<file path="config.mk">
export PLATFORM = sky130hd
export DESIGN_NAME = adder_arbiter
export DESIGN_NICKNAME = d
export VERILOG_FILES = /design/src/rtl/adder_pkg.sv /design/src/rtl/adder.sv /design/src/rtl/adder_arbiter.sv
export SDC_FILE = /design/constraint.sdc
export NUM_CORES = 1
export LEC_CHECK = 0
export ABC_CLOCK_PERIOD_IN_PS = 5120
export CAP_MARGIN = 20
export CORE_ASPECT_RATIO = 2
export CORE_MARGIN = 4
export CORE_UTILIZATION = 25
export CTS_CLUSTER_DIAMETER = 40
export DETAILED_ROUTE_END_ITERATION = 8
export GPL_TIMING_DRIVEN = 0
export HOLD_SLACK_MARGIN = 0.15
export PLACE_DENSITY = 0.56
export SLEW_MARGIN = 25
export SYNTH_ARGS = -nofsm -noshare
export SYNTH_HDL_FRONTEND = slang
export SYNTH_SLANG_ARGS = --single-unit
export TNS_END_PERCENT = 50
</file>
<file path="constraint.sdc">
create_clock -name clk_i -period 5.12 [get_ports clk_i]
set_input_delay 1.024 -clock clk_i [delete_from_list [all_inputs] [get_ports clk_i]]
set_output_delay 1.024 -clock clk_i [all_outputs]
set_load 0.05 [all_outputs]
</file>
<file path="src/rtl/adder_pkg.sv">
// Shared defaults and output-stage state encoding for the adder arbiter.
package adder_pkg;
  localparam int DEF_DATAW   = 8;
  localparam int DEF_NUM_REQ = 4;

  typedef enum logic {
    EMPTY = 1'b0,
    FULL  = 1'b1
  } state_e;
endpackage

</file>
<file path="src/rtl/adder.sv">
// Combinational signed adder that clamps the exact sum into the DATAW range.
module adder
  import adder_pkg::*;
#(
  parameter int DATAW = DEF_DATAW
) (
  input  logic [DATAW-1:0] dataa_i,
  input  logic [DATAW-1:0] datab_i,
  output logic [DATAW-1:0] sum_o
);

  // Overflow shows up as disagreement between the two top bits of the exact sum.
  function automatic logic [DATAW-1:0] sat(input logic signed [DATAW:0] s);
    if (s[DATAW] != s[DATAW-1]) begin
      sat = s[DATAW] ? {1'b1, {(DATAW-1){1'b0}}} : {1'b0, {(DATAW-1){1'b1}}};
    end else begin
      sat = s[DATAW-1:0];
    end
  endfunction

  logic signed [DATAW:0] full_s;

  always_comb begin
    full_s = $signed({dataa_i[DATAW-1], dataa_i}) + $signed({datab_i[DATAW-1], datab_i});
    sum_o  = sat(full_s);
  end

endmodule

</file>
<file path="src/rtl/adder_arbiter.sv">
// Round-robin arbiter sharing one saturating adder among NUM_REQ requesters,
// with a single-entry registered result stage that supports full throughput.
module adder_arbiter
  import adder_pkg::*;
#(
  parameter int DATAW   = DEF_DATAW,
  parameter int NUM_REQ = DEF_NUM_REQ
) (
  input  logic                       clk_i,
  input  logic                       rst_i,
  input  logic [NUM_REQ-1:0]         req_valid_i,
  output logic [NUM_REQ-1:0]         req_ready_o,
  input  logic [NUM_REQ*DATAW-1:0]   req_a_i,
  input  logic [NUM_REQ*DATAW-1:0]   req_b_i,
  output logic                       rsp_valid_o,
  input  logic                       rsp_ready_i,
  output logic [$clog2(NUM_REQ)-1:0] rsp_id_o,
  output logic [DATAW-1:0]           rsp_sum_o
);

  localparam int IDW = $clog2(NUM_REQ);

  typedef logic [IDW-1:0] idx_t;
  typedef logic [IDW:0]   wide_t;

  localparam wide_t NUM_REQ_W = wide_t'(NUM_REQ);
  localparam idx_t  LAST_IDX  = idx_t'(NUM_REQ - 1);

  state_e           state_q, state_d;
  idx_t             ptr_q, ptr_d;
  idx_t             id_q, id_d;
  logic [DATAW-1:0] sum_q, sum_d;

  logic             acc;
  logic             found;
  logic             grant;
  idx_t             grant_idx;
  wide_t            cand;
  logic [DATAW-1:0] a_sel, b_sel, sum_sel;

  // Scan ptr, ptr+1, ... modulo NUM_REQ and take the first valid requester.
  always_comb begin
    found     = 1'b0;
    grant_idx = '0;
    cand      = '0;
    for (int k = 0; k < NUM_REQ; k++) begin
      cand = {1'b0, ptr_q} + wide_t'(k);
      if (cand >= NUM_REQ_W) begin
        cand = cand - NUM_REQ_W;
      end
      if (!found && req_valid_i[cand[IDW-1:0]]) begin
        found     = 1'b1;
        grant_idx = cand[IDW-1:0];
      end
    end
  end

  always_comb begin
    acc         = (state_q == EMPTY) || rsp_ready_i;
    grant       = acc && found && !rst_i;
    req_ready_o = '0;
    if (grant) begin
      req_ready_o[grant_idx] = 1'b1;
    end
  end

  always_comb begin
    a_sel = '0;
    b_sel = '0;
    for (int i = 0; i < NUM_REQ; i++) begin
      if (grant_idx == idx_t'(i)) begin
        a_sel = req_a_i[i*DATAW +: DATAW];
        b_sel = req_b_i[i*DATAW +: DATAW];
      end
    end
  end

  adder #(
    .DATAW (DATAW)
  ) u_adder (
    .dataa_i (a_sel),
    .datab_i (b_sel),
    .sum_o   (sum_sel)
  );

  always_comb begin
    state_d = state_q;
    ptr_d   = ptr_q;
    id_d    = id_q;
    sum_d   = sum_q;
    if (grant) begin
      state_d = FULL;
      ptr_d   = (grant_idx == LAST_IDX) ? '0 : grant_idx + 1'b1;
      id_d    = grant_idx;
      sum_d   = sum_sel;
    end else if (state_q == FULL && rsp_ready_i) begin
      state_d = EMPTY;
    end
  end

  always_ff @(posedge clk_i or posedge rst_i) begin
    if (rst_i) begin
      state_q <= EMPTY;
      ptr_q   <= '0;
      id_q    <= '0;
      sum_q   <= '0;
    end else begin
      state_q <= state_d;
      ptr_q   <= ptr_d;
      id_q    <= id_d;
      sum_q   <= sum_d;
    end
  end

  assign rsp_valid_o = (state_q == FULL);
  assign rsp_id_o    = id_q;
  assign rsp_sum_o   = sum_q;

endmodule

</file>
=== Word-level counts from Yosys, hierarchy flattened ===
Cells that the tools add are included.

* Bits in writable memories: 0
* Memories: 0
* Word-level logic and storage cells: 78
* Output and inout bits: 15
* Register bits: 13
* Input bits: 71
* Latch bits: 0
* Memory bits (read-only): 0

* Equal/unequal tests: 4
* Reductions and logical operators: 14
* Multiplexer cells: 36
* Divide/modulo/power cells: 0
* $mul: 0
* $lt $le $gt $ge: 10
* Shifts and indexed selects: 0
* Add/sub/neg operators: 9
* Bitwise logic cells: 1

{| class="wikitable"
|+ Operators with widths
! cell !! number
|-
| 8-bit 2-to-1 mux || 10
|-
| 2-bit 2-to-1 mux || 9
|-
| 2-bit by 3-bit less-than comparator with 1-bit output (second input constant) || 5
|-
| 1-bit 2-to-1 mux || 11
|-
| 8-bit by 8-bit adder with 9-bit output || 1
|-
| 3-bit greater-or-equal comparator (second input constant) || 3
|-
| 1-bit binary-select mux with 2-bit select || 4
|-
| 2-bit by 1-bit subtractor with 2-bit output (second input constant) || 4
|-
| 1-bit logical AND || 7
|-
| 2-bit by 2-bit adder with 3-bit output (second input constant) || 2
|-
| 2-bit == test (second input constant) || 2
|-
| 1-bit logical NOT || 4
|-
| 4-bit 2-to-1 mux || 1
|-
| 2-bit by 1-bit adder with 3-bit output (second input constant) || 1
|-
| 2-bit by 3-bit greater-or-equal comparator with 1-bit output (second input constant) || 1
|-
| 2-bit by 1-bit adder with 2-bit output (second input constant) || 1
|-
| 1-bit demux with 2-bit select || 1
|-
| 2-bit by 1-bit == test with 1-bit output (second input constant) || 1
|-
| 2-bit by 1-bit greater-or-equal comparator with 1-bit output (second input constant) || 1
|-
| 2-bit logical NOT || 1
|-
| 2-bit nonzero test || 1
|-
| 1-bit logical OR || 1
|-
| 1-bit != test || 1
|-
| 1-bit inverter || 1
|}

=== Logic depth before layout (Yosys ltp) ===
Gate-level depths: netlist (run 1).

* Word-level depth: 22
* Mapped depth: 20
* Gate-level depth less buffers: 19

=== Cells and area by module ===
From an unflattened synthesis (run 1), not the netlist that was laid out.

* Cell total of the unflattened synthesis: 225
* Area, all modules: 1774.2 µm²

{| class="wikitable"
|+ Modules (own cells, without submodules)
! module !! seq. area each (µm²) !! cells each !! area an instance (µm²) !! times used
|-
| adder_arbiter || 325.3 || 131 || 1138.6 || 1
|-
| adder || 0.0 || 94 || 635.6 || 1
|}

=== Least setup slack after synthesis (run 1) ===
No wires, ideal clock.

* Path kind: in2reg
* Start point: input port req_valid_i[2]
* End point: register sum_q[1], in the netlist rsp_sum_o[1]
* Stages: 19
* Setup time: 121 ps
* Arrival time: 4390 ps
* Path buffers: 2
* Data required time: 4999 ps
* Setup slack: 609 ps
* Cells stage by stage: mux2i_1 > nor2_1 > nor3_1 > ha_1 > clkbuf_1 > clkbuf_1 > a22oi_1 > nor2_1 > a21oi_1 > o21ai_0 > ha_1 > inv_1 > fa_1 > nand2b_1 > a21oi_1 > a31oi_4 > xor2_2 > nor2b_1 > o22a_1

* Word-level cells in the longest chain between the ends: 20
* Elaborated cells between the ends (all ways): 40
* Classes of those cells: add/sub (1); eq/ne (4); mux (26); reduce/logical (9)

{| class="wikitable"
|+ RTL lines
! item !! RTL line !! text
|-
| start: declaration || adder_arbiter.sv:11 || <nowiki>input logic [NUM_REQ-1:0] req_valid_i,</nowiki>
|-
| 1-bit binary-select mux with 2-bit select || adder_arbiter.sv:51 || <nowiki>if (!found && req_valid_i[cand[IDW-1:0]]) begin</nowiki>
|-
| 1-bit 2-to-1 mux (not written as such) || adder_arbiter.sv:51 ||
|-
| 1-bit 2-to-1 mux || adder_arbiter.sv:51 ||
|-
| 1-bit logical NOT || adder_arbiter.sv:51 ||
|-
| 1-bit logical AND || adder_arbiter.sv:51 ||
|-
| 1-bit 2-to-1 mux || adder_arbiter.sv:51 ||
|-
| 1-bit logical NOT || adder_arbiter.sv:51 ||
|-
| 1-bit logical AND || adder_arbiter.sv:51 ||
|-
| (+2 left out) || n/a ||
|-
| 1-bit logical AND || adder_arbiter.sv:51 ||
|-
| 2-bit 2-to-1 mux * || adder_arbiter.sv:51 ||
|-
| net grant_idx[0] || adder_arbiter.sv:37 || <nowiki>idx_t grant_idx;</nowiki>
|-
| 2-bit logical NOT || adder_arbiter.sv:71 || <nowiki>if (grant_idx == idx_t'(i)) begin</nowiki>
|-
| 8-bit 2-to-1 mux (4 in a row) || adder_arbiter.sv:71 ||
|-
| 8-bit by 8-bit adder with 9-bit output * || adder.sv:24 || <nowiki>full_s = $signed({dataa_i[DATAW-1], dataa_i}) + $signed({datab_i[DATAW-1], datab_i});</nowiki>
|-
| 8-bit 2-to-1 mux or 1-bit != test (tied branches) || adder.sv:15, adder.sv:14 ||
|-
| 8-bit 2-to-1 mux * || adder.sv:14 || <nowiki>if (s[DATAW] != s[DATAW-1]) begin</nowiki>
|-
| end signal: assignment || adder_arbiter.sv:111 || <nowiki>sum_q <= sum_d;</nowiki>
|-
| end: declaration || adder_arbiter.sv:32 || <nowiki>logic [DATAW-1:0] sum_q, sum_d;</nowiki>
|}

The timed path passes the listed nets; every way through them passes the cells marked *. The select of a mux whose other input is x is not followed.
A chain may end at the register's enable or synchronous reset.

=== Worst setup path after layout (run 1) ===
* Start point: input port req_valid_i[0]
* End point: register sum_q[1], in the netlist rsp_sum_o[1]

* Word-level cells in the longest chain between the ends: 20
* Elaborated cells between the ends (all ways): 40
* Classes of those cells: add/sub (1); eq/ne (4); mux (26); reduce/logical (9)

{| class="wikitable"
|+ RTL lines
! item !! RTL line
|-
| 1-bit binary-select mux with 2-bit select || adder_arbiter.sv:51
|-
| 1-bit 2-to-1 mux (not written as such) || adder_arbiter.sv:51
|-
| 1-bit 2-to-1 mux || adder_arbiter.sv:51
|-
| 1-bit logical NOT || adder_arbiter.sv:51
|-
| 1-bit logical AND || adder_arbiter.sv:51
|-
| 1-bit 2-to-1 mux || adder_arbiter.sv:51
|-
| 1-bit logical NOT || adder_arbiter.sv:51
|-
| 1-bit logical AND || adder_arbiter.sv:51
|-
| 1-bit 2-to-1 mux || adder_arbiter.sv:51
|-
| 1-bit logical NOT || adder_arbiter.sv:51
|-
| 1-bit logical AND || adder_arbiter.sv:51
|-
| 2-bit 2-to-1 mux || adder_arbiter.sv:51
|-
| 2-bit logical NOT || adder_arbiter.sv:71
|-
| 8-bit 2-to-1 mux (4 in a row) || adder_arbiter.sv:71
|-
| 8-bit by 8-bit adder with 9-bit output || adder.sv:24
|-
| 8-bit 2-to-1 mux or 1-bit != test (tied branches) || adder.sv:15, adder.sv:14
|-
| 8-bit 2-to-1 mux || adder.sv:14
|}

Several ways; a longest one is shown, not always the timed one. The select of a mux whose other input is x is not followed.

==> results.ini, run 1 <==
[clock_network]
path_clk_slew_ps=50
clockBufferDepth=2
cts_max_level=1
cts_buffers=3
root_buffer=clkbuf_16
cts.sinks=13
tritoncts=built
clock_latency_ps=240

[setup_path]
start_kind=primary input
crit-reg2reg-capture=rsp_sum_o[1]
worstPathRequired_ps=5250
r2r_slack_ps=1200
critical_path_class=primary input to register
ff2ff_path_depth=19
arrival_ps=4890
critPathCaptureType=register
r2r_start=ptr_q[1]
critPathMaxFanout=10

[logic_synthesis]
synth_seq_cells=13
avgSynthCellArea_sq_um=7.19
synth-simple-area-share_pct=20.6
synth_flop_cell=dfrtp_1
syn-cell-area_sq_um=1500
yosysWarnings=0
netlist_top_cells_area=dfrtp_1, a21oi_1, ha_1
synth_area_leader_cell=dfrtp_1
synth_cell_types=36
synth_edf_count=0
async_flop_share_pct=100
yosysTopAreaCellShare_pct=21.7
synth_top_family_by_area=compound AO/OA/AOI/OAI gates
synth.area.mux_share_pct=2.93
syn-instance-count=208
synth_sequential_area_ratio_pct=21.7
synth_compound_area_share_pct=35.0
synth_fa_ha_area_share_pct=11.4
synthXorXnorAreaFrac_pct=3.43
syn_nets=292

[grt]
grt_max_degree=15
grt.overflow.total=0
grt_pass1_wl_microns=8710
antenna_found_initial=0
grtUsageTotal_pct=14.7
grt_pass1_vias=1909

[placed_design]
gp_congestion=0.847
placed_area_sq_um=2420
port_buffers=85
placedCellCount=354
hpwl_microns=4490

[die]
rows=39
ios=86
die_h_microns=117
initial_core_util_pct=26.0
core_sq_um=5760
die_area_sq_um=7360
die_x_microns=62.7

[sta]
finalHoldViolCount=0
worst_hold_slack_ps=505
worstMarginPinSlew_ps=594
slew_headroom_pct=60.4
maxSlewViolCount=0
fmax_ghz=0.210
rsz0062_at_grt=false
skew_ps=2.90
setup_viol=0
min_period_over_period_pct=92.9
post-route-min-period_ps=4760

[cells_and_area]
layout.nets=383
layout-drive-gt1-share_pct=8.72
final_cells=359
antenna_cells_inserted=0
area_growth_pct=73.0
final_cell_area_sq_um=2590
nFillCells=604

[routing]
dr.pass1.iters=3
ant_nets=0
vias=1762
wl_per_cell_microns=14.7
drt_iter0_markers=28
vias_per_cell=4.91
finalWirelength_microns=5280
drcViolationCount=0

[hold_path]
holdPathStages=2
min_path_type=register to register
whs_endpoint=rsp_sum_o[3]
hp-start=rsp_sum_o[3]

[run]
drv_cap=0

[run_status]
run_status=finished, final reports clean

[power]
power.leakage_nw=1.05
power_per_cell_area_nw_per_um2=570
vdd_ir_drop_max_mv=0.173

==> cells in the mapped netlist, types with 2 or more instances <==
library cell / count
nor2_1: 36
a21oi_1: 35
nand2_1: 19
o21ai_0: 17
a22oi_1: 15
dfrtp_1: 13
ha_1: 12
clkbuf_1: 10
inv_1: 7
a21o_1: 4
and2_1: 4
nor2b_1: 4
mux2_2: 3
nand2b_1: 3
xnor2_1: 3
a31oi_1: 2
buf_2: 2
==> routing by layer <==
metal  up-vias  global-route usage, %  routed length [microns]
met5         -                      0                        0
met4         0                   5.81                      108
met3         6                  0.860                      162
met2        47                   31.0                     3190
met1       793                   13.8                     1820
li1        916                      -                        -
==> worst max-delay path: stages <==
cell and delay [ps]:
clkdlybuf4s50_1 540, a21oi_1 90, o21a_1 190, o22ai_2 230
ha_2 260, nor2b_4 220, buf_4 200, a22oi_1 80
nor2_1 90, a21oi_1 50, o21ai_0 180, ha_1 210
inv_1 60, fa_1 370, nand2b_1 220, a21oi_4 200
a31oi_4 160, xor2_4 240, nor2b_1 150, o22a_1 150
==> what timing repair did <==
action | in CTS | in global routing
endpoints found under the setup margin | 10 | 9
pin swaps | 0 | 2
setup buffers | 0 | 2
resized for setup | 3 | 19
hold buffers | 0 | 0
==> logic make-up (layout without fill, tap and decap cells) <==
family | count (synthesis) | in the layout
AO/OA/AOI/OAI | 83 | 83
XOR/XNOR | 5 | 5
adder cells (fa/ha/maj) | 13 | 13
buffers and inverters | 19 | 109
flip-flops | 13 | 13
multiplexers | 4 | 4
AND/OR/NAND/NOR | 71 | 71
==> placed cells by master (no fill, tap or decap), types with 2 or more instances in the layout <==
cell             count
xnor2_1              3
inv_1                7
ha_1                10
a22oi_1             15
clkbuf_1             6
buf_4                3
dfrtp_1             13
nor2_1              36
nor2b_1              3
clkdlybuf4s50_1     85
o21ai_0             16
a31oi_1              2
clkbuf_16            3
nand2b_1             3
a21o_1               4
o21ai_1              2
a21oi_1             34
clkbuf_2             4
and2_1               4
mux2_2               3
nand2_1             19
==> flip-flops by register name (all words and copies together), names as in the netlist <==
name / count
rsp_sum_o: 8
ptr_q: 2
rsp_valid_o: 1
rsp_id_o: 2
==> final cells by class <==
cell class | count | area, sq um | area share [%]
Buffer | 11 | 51.3 | 1.98
Clock buffer | 4 | 78.8 | 3.04
Inverter | 7 | 26.3 | 1.01
Multi-Input combinational cell | 176 | 1160 | 45.0
Sequential cell | 13 | 325 | 12.6
Tap cell | 61 | 76.3 | 2.95
Timing Repair Buffer | 87 | 866 | 33.4
==> worst max path at each step <==
stage                   start           end  depth (start not counted)
2_1_floorplan  req_valid_i[2]  rsp_sum_o[1]                         19
3_3_place_gp   req_valid_i[0]  rsp_sum_o[1]                         20
3_5_place_dp   req_valid_i[0]  rsp_sum_o[1]                         20
4_1_cts        req_valid_i[0]  rsp_sum_o[1]                         19
5_1_grt        req_valid_i[0]  rsp_sum_o[2]                         21
6_report       req_valid_i[0]  rsp_sum_o[1]                         20
==> metrics by stage <==
| step | worst slack, ps | utilization, % | power, W | TNS, ps |
|---|---|---|---|---|
| after floorplan | 609 | - | 0.000972 | 0 |
| after global placement | -632 | 42.1 | 0.00127 | -4890 |
| after detailed placement | -715 | 42.1 | 0.00128 | -5620 |
| after CTS | 26.1 | 43.5 | 0.00144 | 0 |
| after global routing | 6.00 | 45.0 | 0.00162 | 0 |
| final | 362 | 45.0 | 0.00148 | 0 |
==> where the power goes <==
part / internal (W) / switching, W
Clock: 0.000105 / 0.0000442
Combinational: 0.000467 / 0.000678
Sequential: 0.000152 / 0.0000296
Total: 0.000725 / 0.000752
Note: power is estimated with default switching activity, not from simulation.
==> run 2, diff against run 1 <==
CORE_MARGIN = 2   (was 4)
==> run 2 against run 1 <==
- the flow now finishes with violations (design-rule violations)
- critical path depth fell by 11
- worst setup slack got worse by 48 ps
- first-iteration DRC count increased by 25%
- critical path type is now primary input to output pin
- largest cell class unchanged
- highest routed layer unchanged
==> results.ini, run 2 (synthesis results as in run 1) <==
[cells_and_area]
nFillCells=592  ; was 604
multi_input_area_sq_um=1160  ; about the same
layout.nets=381  ; was 383
post-route-util_pct=44.6  ; was 45.0%
antenna_cells_inserted=0  ; unchanged
layout-drive-gt1-share_pct=7.77  ; was 8.72%
final_cell_area_sq_um=2570  ; was 2590 sq um
largest_reg_flops=8  ; unchanged
register_area_sq_um=325  ; unchanged
most-common-layout-cells=clkdlybuf4s50_1, nor2_1, a21oi_1  ; unchanged
area_growth_pct=71.7  ; was 73.0%
layout_commonest_cell=clkdlybuf4s50_1  ; unchanged

[clock_network]
ctsHoldBuffers=0  ; unchanged
post_cts_buffers=0  ; unchanged
clockBufferDepth=2  ; unchanged
cts.sinks=13  ; unchanged
cts_max_level=1  ; unchanged
cts_buffers=3  ; unchanged
root_buffer=clkbuf_16  ; unchanged
tritoncts=built  ; unchanged
clock_latency_ps=240  ; about the same
path_clk_slew_ps=40  ; was 50 ps

[setup_path]
arrival_ps=3780  ; was 4890 ps
critical_path_class=primary input to output pin  ; was primary input to register
critPathCaptureType=output pin  ; was register
critPathMaxFanout=10  ; unchanged
worstPathRequired_ps=4100  ; was 5250 ps
start_kind=primary input  ; unchanged

[grt]
grt_pass1_vias=1894  ; was 1909
grt_util_met3_pct=1.02  ; was 0.860%
grt_busiest_layer=met2  ; unchanged
grt_use_met1_pct=16.5  ; was 13.8%
grt.overflow.total=0  ; unchanged
met2_usage_pct=32.6  ; was 31.0%
grt_pass1_wl_microns=8570  ; was 8710 microns
grtUsageTotal_pct=16.5  ; was 14.7%
grt_max_degree=15  ; unchanged
antenna_found_initial=0  ; unchanged

[routing]
dr.pass1.iters=6  ; was 3
ant_nets=0  ; unchanged
wl_per_cell_microns=14.1  ; was 14.7 microns
drcViolationCount=1  ; was 0
vias_per_cell=5.04  ; was 4.91
vias=1800  ; was 1762
drt_iter0_markers=35  ; was 28
finalWirelength_microns=5050  ; was 5280 microns

[power]
vdd_ir_drop_max_mv=0.178  ; was 0.173 mV
power.leakage_nw=1.04  ; was 1.05 nW
power_per_cell_area_nw_per_um2=568  ; was 570 nW/um^2

[sta]
fmax_ghz=0.208  ; was 0.210 GHz
finalHoldViolCount=0  ; unchanged
slew_headroom_pct=60.8  ; was 60.4%
post-route-min-period_ps=4810  ; was 4760 ps
maxSlewViolCount=0  ; unchanged
setup_viol=0  ; unchanged
min_period_over_period_pct=93.9  ; was 92.9%
skew_ps=1.80  ; was 2.90 ps
worstMarginPinSlew_ps=589  ; was 594 ps

[run_status]
violations=design-rule violations
run_status=complete, but fails checks  ; was finished, final reports clean

[run]
drv_cap=0  ; unchanged

[die]
rows=39  ; unchanged
die_x_microns=58.7  ; was 62.7 microns
core_sq_um=5760  ; unchanged
die_h_microns=113  ; was 117 microns
initial_core_util_pct=26.0  ; unchanged
ios=86  ; unchanged
die_area_sq_um=6660  ; was 7360 sq um

[placed_design]
gp_congestion=0.842  ; was 0.847
placed_area_sq_um=2420  ; unchanged
port_buffers=85  ; unchanged
hpwl_microns=4360  ; was 4490 microns

[hold_path]
min_path_type=register to register  ; unchanged

run 2: path summary, 6_finish.rpt:
kind	start	to	slack, ps	cells after the start
max in group asynchronous	rst_i	rsp_sum_o[7]	3640	2
max	req_valid_i[0]	req_ready_o[3]	310	9
min in group asynchronous	rst_i	ptr_q[1]	1130	2
max reg2reg	ptr_q[1]	rsp_sum_o[1]	1070	19
min reg2reg	rsp_sum_o[1]	rsp_sum_o[1]	500	1
min	rsp_sum_o[1]	rsp_sum_o[1]	500	1
run 2: stage by stage:
| step | power [W] | setup WS, ps | setup TNS [ps] | hold slack (ps) | cells |
|---|---|---|---|---|---|
| detailed placement | 0.00127 | -623 | -4750 | 500 | 354 |
| CTS | 0.00143 | 37.6 | 0 | 510 | 357 |
| global route | 0.00160 | -8.14 | -8.14 | 534 | 357 |
| global placement | 0.00127 | -606 | -4610 | 492 | 354 |
| floorplan | 0.000972 | 609 | 0 | 542 | 208 |
| finish | 0.00146 | 314 | 0 | 503 | 357 |
run 2: area by class of cell:
type	instances	share of cell area, %
tap	61	2.97
sequential	13	12.7
timing repair buffer	85	33.1
buffer	11	2.09
clock buffer	4	3.07
inverter	7	1.02
multi-input combinational	176	45.1
run 2: power breakdown:
part | internal (W) | switching (W) | total (W) | leakage (nW)
logic | 0.000462 | 0.000671 | 0.00113 | 0.852
registers | 0.000152 | 0.0000299 | 0.000182 | 0.148
clock network | 0.000105 | 0.0000405 | 0.000145 | 0.0382
total | 0.000719 | 0.000741 | 0.00146 | 1.04
run 2: repair_timing:
item	CTS	global route
gates resized for setup	3	17
pin swaps	0	2
gates cloned	0	0
endpoints found under the setup margin	10	9
run 2: routing by layer:
layer  up-vias  wire length (microns)  share of wire (%)
met5         -                      0                  0
met4         0                    167                3.3
met3        12                    154                3.0
met2        62                   3000                 59
met1       811                   1730                 34
li1        915                      -                  -
run 2: worst max-delay path, stage by stage:
cell and delay, ps:
clkdlybuf4s50_1 470, mux2i_1 160, nor2_1 80, nor3_4 310, ha_1 190, clkbuf_1 270, clkbuf_2 280, and2_1 180
clkdlybuf4s50_1 810
==> run 3, diff against run 2 <==
ABC_CLOCK_PERIOD_IN_PS = 5000   (was 5120)
CTS_CLUSTER_DIAMETER = 50   (was 40)
clock period = 5 ns   (was 5.12 ns; I/O delays follow)
==> run 3 against run 2 <==
- the run still ends with design-rule violations left
- sequential cell count unchanged
- worst hold slack barely moved
- non-clock buffer count grew 1
- largest cell class unchanged
- highest routed layer unchanged
==> results.ini, run 3 (synthesis results as in run 1) <==
[run_status]
run_status=complete, but fails checks  ; unchanged
violations=design-rule violations  ; unchanged

[sta]
finalHoldViolCount=0  ; unchanged
worstMarginPinSlew_ps=591  ; was 589 ps
min_period_over_period_pct=96.1
setup_viol=0  ; unchanged
fmax_ghz=0.208
worst_hold_slack_ps=503  ; about the same
skew_ps=2.06  ; was 1.80 ps
post-route-min-period_ps=4800
maxSlewViolCount=0  ; unchanged
fin_ws_ps=197  ; was 314 ps
slew_headroom_pct=60.6  ; was 60.8%

[power]
power.total_w=0.00151  ; was 0.00146 W
vdd_ir_drop_max_mv=0.176  ; was 0.178 mV
power.leakage_nw=1.05  ; was 1.04 nW
power_per_cell_area_nw_per_um2=582  ; was 568 nW/um^2

[hold_path]
min_path_type=register to register  ; unchanged

[cells_and_area]
layout_commonest_cell=clkdlybuf4s50_1  ; unchanged
most-common-layout-cells=clkdlybuf4s50_1, nor2_1, a21oi_1  ; unchanged
antenna_cells_inserted=0  ; unchanged
layout.nets=382  ; was 381
final_cell_area_sq_um=2580  ; was 2570 sq um
largest_reg_flops=8  ; unchanged
area_growth_pct=72.7  ; was 71.7%
layout-drive-gt1-share_pct=8.42  ; was 7.77%

[routing]
drcViolationCount=1  ; unchanged
drt_iter0_markers=63  ; was 35
dr.pass1.iters=6  ; unchanged
wl_per_cell_microns=14.2  ; was 14.1 microns
vias=1798  ; was 1800
vias_per_cell=5.02  ; was 5.04
ant_nets=0  ; unchanged
finalWirelength_microns=5090  ; was 5050 microns

[die]
die_x_microns=58.7  ; unchanged
ios=86  ; unchanged
die_area_sq_um=6660  ; unchanged
die_h_microns=113  ; unchanged
rows=39  ; unchanged
core_sq_um=5760  ; unchanged
initial_core_util_pct=26.0  ; unchanged

[clock_network]
cts_max_level=1  ; unchanged
clockBufferDepth=2  ; unchanged
root_buffer=clkbuf_16  ; unchanged
cts_buffers=3  ; unchanged
path_clk_slew_ps=40  ; about the same
tritoncts=built  ; unchanged
ctsHoldBuffers=0  ; unchanged
clock_latency_ps=240  ; about the same
cts.sinks=13  ; unchanged

[setup_path]
start_kind=primary input  ; unchanged
crit_chain=clkdlybuf4s50_1 > nand2_1 > a21oi_1 > nor3_4 > inv_1 > ha_1 > buf_2 > clkbuf_1 > and2_1 > clkdlybuf4s50_1  ; was clkdlybuf4s50_1 > mux2i_1 > nor2_1 > nor3_4 > ha_1 > clkbuf_1 > clkbuf_2 > and2_1 > clkdlybuf4s50_1
critPathMaxFanout=10  ; unchanged
path_delay_family=buffers and inverters  ; unchanged
arrival_ps=3800  ; was 3780 ps
critical_path_class=primary input to output pin  ; unchanged
crit_buf_inv=5  ; was 4
worstPathRequired_ps=4000  ; was 4100 ps
slowest_stage=clkdlybuf4s50_1  ; unchanged
path_common_cell=clkdlybuf4s50_1  ; unchanged
critPathCaptureType=output pin  ; unchanged
slowest_delay_ps=820  ; was 810 ps

[grt]
grt_pass1_vias=1891  ; was 1894
grt_max_degree=15  ; unchanged
grt.overflow.total=0  ; unchanged
grt_pass1_wl_microns=8530  ; was 8570 microns
grtUsageTotal_pct=16.4  ; was 16.5%
antenna_found_initial=0  ; unchanged

[placed_design]
port_buffers=85  ; unchanged
hpwl_microns=4360  ; unchanged
gp_congestion=0.842  ; unchanged
preCtsSetupSlack_ps=-719  ; was -623 ps
placed_area_sq_um=2420  ; unchanged

[run]
drv_cap=0  ; unchanged

[run 3: timing repair]
| item | in CTS | in global routing |
|---|---|---|
| resized for setup | 4 | 19 |
| buffers inserted | 0 | 1 |
| pin swaps | 0 | 3 |
| setup endpoints to repair | 10 | 9 |
[run 3: power breakdown]
part | leakage (nW) | internal (W) | total [W] | switching, W
Clock | 0.0382 | 0.000107 | 0.000149 | 0.0000417
Sequential | 0.148 | 0.000156 | 0.000188 | 0.0000320
Combinational | 0.859 | 0.000479 | 0.00117 | 0.000690
[run 3: routing by layer]
metal | vias to the layer above | share of wire (%) | GRT usage (%)
met5 | - | 0 | 0
met4 | 0 | 3.3 | 7.58
met3 | 12 | 2.9 | 0.907
met2 | 62 | 59 | 32.6
met1 | 807 | 34 | 16.3
li1 | 917 | - | -
[run 3: final timing paths]
check                          startpoint  slack [ps]  depth (start not counted)             end
max                        req_valid_i[0]         200                         10  req_ready_o[2]
min                          rsp_sum_o[1]         500                          1    rsp_sum_o[1]
max reg2reg                      ptr_q[1]        1040                         19    rsp_sum_o[1]
min reg2reg                  rsp_sum_o[1]         500                          1    rsp_sum_o[1]
max in group asynchronous           rst_i        3540                          2    rsp_sum_o[7]
min in group asynchronous           rst_i        1110                          2        ptr_q[1]
[run 3: cell type report]
cell class,count,area (sq um)
multi-input cells,176,1160
fillers,592,3170
well taps,61,76.3
flip-flops and latches,13,325
repair buffers,86,858
clock buffers,4,78.8
inverters,7,26.3
plain buffers,11,55.1
[run 3: worst reg2reg max path: stages (launching register included)]
cell and delay (ps):
dfrtp_1 490, mux2i_1 230, nor2_1 80, nor3_4 240, inv_1 110, ha_1 200, buf_2 150, clkbuf_2 190
nor2_1 130, a21oi_1 40, o21ai_0 180, ha_1 200, inv_1 50, fa_1 370, nand2b_1 200, a21oi_2 250
a31oi_4 170, xor2_4 240, nor2b_1 150, o22a_1 140
[run 3: stage by stage]
stage | util, % | std cells | TNS, ps
after global routing | 44.9 | 358 | -61.9
after detailed placement | 42.1 | 354 | -5660
after floorplan | - | 208 | 0
after CTS | 43.6 | 357 | 0
final | 44.9 | 358 | 0
after global placement | 42.1 | 354 | -5520
